**src/rtl/midi_tx_ctrl.sv**
```systemverilog
// MIDI serial transmitter: one-byte holding register (TDR) feeding an 8N1 shifter.
// Frames run back-to-back when the TDR is refilled before the stop bit ends.
module midi_tx_ctrl #(
  parameter int unsigned BAUD_DIV = 32
) (
  input  logic       clock,
  input  logic       reset,
  input  logic       wr,
  input  logic [7:0] wr_data,
  input  logic       ovr_clr,
  input  logic       irq_en,
  output logic       txd,
  output logic       tdre,
  output logic       busy,
  output logic       ovr,
  output logic       irq
);

  localparam int unsigned BaudW = (BAUD_DIV > 1) ? $clog2(BAUD_DIV) : 1;
  localparam logic [BaudW-1:0] BaudMax = BaudW'(BAUD_DIV - 1);

  typedef enum logic [1:0] {StIdle, StStart, StData, StStop} state_e;

  state_e           state_q, state_d;
  logic [7:0]       tdr_q, tdr_d;
  logic             full_q, full_d;
  logic [8:0]       shift_q, shift_d;
  logic [2:0]       bit_cnt_q, bit_cnt_d;
  logic [BaudW-1:0] baud_q, baud_d;
  logic             txd_q, txd_d;
  logic             ovr_q, ovr_d;

  logic tick;
  logic load;
  logic accept;
  logic overrun;

  always_comb begin
    tick    = (state_q != StIdle) && (baud_q == BaudMax);
    // A load frees the TDR at the same edge, so a coinciding write is accepted.
    load    = full_q && ((state_q == StIdle) || ((state_q == StStop) && tick));
    accept  = wr && (!full_q || load);
    overrun = wr && full_q && !load;
  end

  always_comb begin
    tdr_d  = tdr_q;
    full_d = full_q;
    if (accept) begin
      tdr_d  = wr_data;
      full_d = 1'b1;
    end else if (load) begin
      full_d = 1'b0;
    end
    // A new overrun wins over a simultaneous clear.
    ovr_d = (ovr_q & ~ovr_clr) | overrun;
  end

  always_comb begin
    state_d   = state_q;
    shift_d   = shift_q;
    bit_cnt_d = bit_cnt_q;
    txd_d     = txd_q;
    baud_d    = baud_q;

    if (state_q == StIdle) begin
      baud_d = '0;
    end else if (tick) begin
      baud_d = '0;
    end else begin
      baud_d = baud_q + BaudW'(1);
    end

    if (load) begin
      state_d   = StStart;
      shift_d   = {1'b1, tdr_q};
      bit_cnt_d = '0;
      txd_d     = 1'b0;
      baud_d    = '0;
    end else if (tick) begin
      case (state_q)
        StStart: begin
          state_d   = StData;
          bit_cnt_d = '0;
          txd_d     = shift_q[0];
        end
        StData: begin
          shift_d = {1'b1, shift_q[8:1]};
          if (bit_cnt_q == 3'd7) begin
            state_d = StStop;
            txd_d   = 1'b1;
          end else begin
            bit_cnt_d = bit_cnt_q + 3'd1;
            txd_d     = shift_q[1];
          end
        end
        StStop: begin
          state_d = StIdle;
          txd_d   = 1'b1;
        end
        default: begin
          state_d = StIdle;
        end
      endcase
    end
  end

  always_ff @(negedge clock or posedge reset) begin
    if (reset) begin
      state_q   <= StIdle;
      tdr_q     <= '0;
      full_q    <= 1'b0;
      shift_q   <= '0;
      bit_cnt_q <= '0;
      baud_q    <= '0;
      txd_q     <= 1'b1;
      ovr_q     <= 1'b0;
    end else begin
      state_q   <= state_d;
      tdr_q     <= tdr_d;
      full_q    <= full_d;
      shift_q   <= shift_d;
      bit_cnt_q <= bit_cnt_d;
      baud_q    <= baud_d;
      txd_q     <= txd_d;
      ovr_q     <= ovr_d;
    end
  end

  assign txd  = txd_q;
  assign tdre = ~full_q;
  assign busy = (state_q != StIdle);
  assign ovr  = ovr_q;
  assign irq  = ~full_q & irq_en;

endmodule

```
**config.mk**
```make
export PLATFORM = sky130hd
export DESIGN_NAME = midi_tx_ctrl
export DESIGN_NICKNAME = d
export VERILOG_FILES = /design/src/rtl/midi_tx_ctrl.sv
export SDC_FILE = /design/constraint.sdc
export NUM_CORES = 1
export LEC_CHECK = 0
export CORE_MARGIN = 3
export CORE_UTILIZATION = 49
export DETAILED_ROUTE_END_ITERATION = 10
export PLACE_DENSITY = 0.72
export SLEW_MARGIN = 20
export SYNTH_ARGS = -nofsm -noshare
export SYNTH_HDL_FRONTEND = slang
export SYNTH_SLANG_ARGS = --single-unit
```
**constraint.sdc**
```tcl
create_clock -name clock -period 2.95 [get_ports clock]
set_input_delay 0.59 -clock clock [delete_from_list [all_inputs] [get_ports clock]]
set_output_delay 0.59 -clock clock [all_outputs]
set_load 0.02 [all_outputs]
```
# == Yosys cells after proc, flatten, opt, wreduce, memory -nomap -nowiden ==
# Index checks and enable logic that the tools add are counted.
# totals
elab_cells,63
output_inout_bits,5
in_bits,13
reg_bits,30
# classes
mux,20
n_eq_ne,7
n_reduce_logical,21
n_addsub,2
bitwise_logic,5
# ops
op,count
two-way mux 9 bit,3
two-way mux 5 bit,3
two-way mux 3 bit,3
nonzero test 2 bit,4
logical AND 1 bit,6
two-way mux 2 bit,3
"!= test 3 bit, second input constant",2
case mux 3 bit (2 select lines),1
AND reduction 2 bit,3
"adder 5 x 1 -> 5 bit, second input constant",1
"equality test 5 bit, second input constant",1
two-way mux 1 bit,5
"equality test 2 bit, second input constant",2
case mux 2 bit (2 select lines),1
nonzero test 4 bit,1
"adder 3 x 1 -> 3 bit, second input constant",1
"equality test 3 bit, second input constant",1
case mux 1 bit (3 select lines),1
AND reduction 3 bit,1
nonzero test 3 bit,1
AND 1 bit,2
"equality test 2 x 1 -> 1 bit, second input constant",1
logical NOT 1 bit,2
logical NOT 2 bit,1
other kinds (3),5

# == Depth between registers and ports, before layout ==
# depth
word_depth,8
ltp_mapped,8
ltp_nobuf,7

==> out/metrics.yaml <==
layout:
  fin_util: 0.653
  area_delta_synth_final_pct: 24.2
  n_fill_cell: 231
  layout.nets: 186
  final_layout_size_suffix_gt1_frac: 0.271
  diodes: 0
logic_synthesis:
  synth_area_leaders: "dfrtn_1 49%, mux2_4 8.1%, ha_1 6.8%"
  synth_edf_count: 0
  yosysTopAreaCellShare: 0.492
  syn_area_sq_um: 1480
  yosys.area.top_type: "dfrtn_1"
  ys_ff_latch: 30
  synthMostInstantiatedCell: "dfrtn_1"
  yosys_warnings: 0
  netlist_top_cells_count: "29 x dfrtn_1, 14 x o21ai_0, 12 x nand2_1"
  syn-num-nets: 153
  async_flop_share: 1.00
  syn_area_per_cell_sq_um: 11.2
  yosys.cell_types.count: 31
  synth_cells: 132
  synthFlopType: "dfrtn_1"
  seq_area_frac_synth: 0.510
job:
  drv_cap: 0
sta:
  hold_viol: 0
  rsz0062_at_grt: "yes"
  worst_pin_slew_ns: 0.596
  slew-limit-headroom: 0.602
  finalClockSkew_ns: 0.0702
  finalWorstSetupSlack_ns: -0.219
  setup_viol: 4
  maxSlewViolCount: 0
routing:
  drcViolationCount: 0
  routed_via_density: 5.25
  ant_nets: 0
  wl_per_cell_um: 13.5
  route.met3.wl_um: 76
  wirelength_mm: 2.66
  detail_route.first_pass.iterations: 4
  highest_layer: "met4"
  drt_iter0_markers: 33
  drt-met1-wl_mm: 1.26
  wl_met2_mm: 1.30
  vias: 1034
run_status:
  status: "finished with violations"
  violations: "setup timing"
floorplanning:
  design.core.area_sq_um: 2810
  die_h_um: 60.9
  die_area_sq_um: 3710
  initial_core_util: 0.526
  floorplan.rows: 19
  pin_count: 18
  die_w_um: 60.9
setup_path:
  critPathSlowestCell: "dfrtn_1"
  cp-start-kind: "flip-flop"
  reg2reg_from: "baud_q[0]"
  worstPathMaxFanout: 2
  cp.required_ns: 2.36
  critical_path.endpoint_type: "primary output"
  startpoint: "state_q[1]"
  crit_type: "reg2out"
  slowest_delay_ns: 0.43
  worst-path-buf-inv: 3
  critPathTopFamily: "flip-flops"
  path_cells: "inv_2, ha_4, clkinv_4, buf_6"
  critical_path_arrival_ns: 2.58
clock_tree:
  postCtsHoldBufs: 0
  cts_max_path_buffers: 2
  clock_latency_ns: 0.37
  cts_tree: "built"
  clock_sinks: 30
  cts_root_buf: "clkbuf_4"
  cts_buffers: 5
  path_clk_slew_ns: 0.07
  htree_num_levels: 2
grt:
  grt_pass1_wl_mm: 4.51
  gr-total-overflow: 0
  grt_antenna_before_repair: 0
  grt_usage: 0.169
  grt_pass1_vias: 998
  grt_start_max_net_pins: 21
power_and_ir_drop:
  p_leak_nw: 0.923
  switching_share: 0.218
  power_frac_comb: 0.067
  p_switching_uw: 161
  power.internal_uw: 579
  ir_drop_uv: 287
  power_density_nw_per_um2: 404
  p_seq_frac: 0.588
  clockPowerShare: 0.344
  power_uw: 741
hold_path:
  hp-start: "tdr_q[6]"
  hold_path.class: "reg2reg"
placed_design:
  gp_congestion: 0.767
  hpwl_mm: 1.93
  preCtsSetupSlack_ns: -0.481
  placement.io_buffers: 17
## power groups by stage
| stage | logic [mW] | registers [mW] | clock network (mW) |
|---|---|---|---|
| 3_5_place_dp | 0.0521 | 0.443 | 0.00424 |
| 2_1_floorplan | 0.0255 | 0.442 | 0.00424 |
| 6_report | 0.0500 | 0.436 | 0.255 |
| 5_1_grt | 0.0549 | 0.437 | 0.288 |
| 4_1_cts | 0.0509 | 0.436 | 0.264 |
| 3_3_place_gp | 0.0503 | 0.442 | 0.00424 |
## path summary, 6_finish.rpt
check	endpoint	slack, ns	depth (start not counted)
max in group asynchronous	baud_q[3]	0.72	4
min	shift_q[6]	0.43	2
max	busy	-0.22	4
min in group asynchronous	baud_q[0]	1.93	3
max reg2reg	shift_q[7]	0.61	7
min reg2reg	shift_q[6]	0.43	2
## cells in the final DEF, fill, tap and decap left out, drive strengths merged
master and count:
clkbuf 7, o221a 1, nand4 2, inv 6, xor2 1, mux2 8
dfstp 1, and2 2, dlygate4sd2 1, buf 20, clkinv 2, a31oi 1
o21ai 14, and3 2, nand3 2, a21oi 6, nor2 5, mux2i 8
or2b 1, clkdlybuf4s50 11, dfrtn 29, o22ai 1, nand2b 3, nand3b 1
ha 8, xnor2 1, nor2b 4, nor3b 1, nor3 4, nand2 13
## layout make-up
cell class	count	area, sq um	share of cell area
flip-flops and latches	30	752	0.411
multi-input cells	89	669	0.365
repair buffers	32	280	0.153
clock buffers	7	55.1	0.0301
well taps	31	38.8	0.0212
inverters	6	27.5	0.0150
clock inverters	2	8.76	0.00478
## cells by family after synthesis
family / Yosys count / share of synthesized area
muxes: 16 / 0.136
buffers and inverters: 13 / 0.0450
and+or+nand+nor: 40 / 0.143
DFF: 30 / 0.510
AOI/OAI and AO/OA: 23 / 0.0865
xor gates and xnor gates: 2 / 0.0119
adders and majority gates: 8 / 0.0679
## registers in the layout, summed over array words and instances (netlist names)
signal and flops:
shift_q 9, ovr 1, state_q 2, bit_cnt_q 3, txd 1, full_q 1, baud_q 5, tdr_q 8
## through the flow
step	cell area (sq um)	instances	TNS (ns)	hold slack, ns
floorplan	1480	132	0	0.398
global placement	1740	186	-3.79	0.420
detailed placement	1740	186	-3.83	0.430
CTS	1820	196	-0.518	0.438
global route	1830	197	-0.669	0.460
finish	1830	197	-0.468	0.435
## timing repair
item | CTS | global route
setup buffers | 2 | 1
endpoints found under the setup margin | 13 | 5
gates resized for setup | 32 | 3
pin swaps | 1 | 1
## worst reg2reg max path: cells and delay by family (launching register included)
kind	cells	cell delay (ns)
DFF	1	0.44
adders and majority gates	2	0.50
and+or+nand+nor	3	0.93
muxes	1	0.21
AOI/OAI and AO/OA	1	0.09
## routing by layer
layer,up-vias,GRT usage
met4,0,0.0464
met3,4,0.0574
li1,518,-
met5,-,0
met2,18,0.266
met1,494,0.224
(Power assumes the default switching activity.)
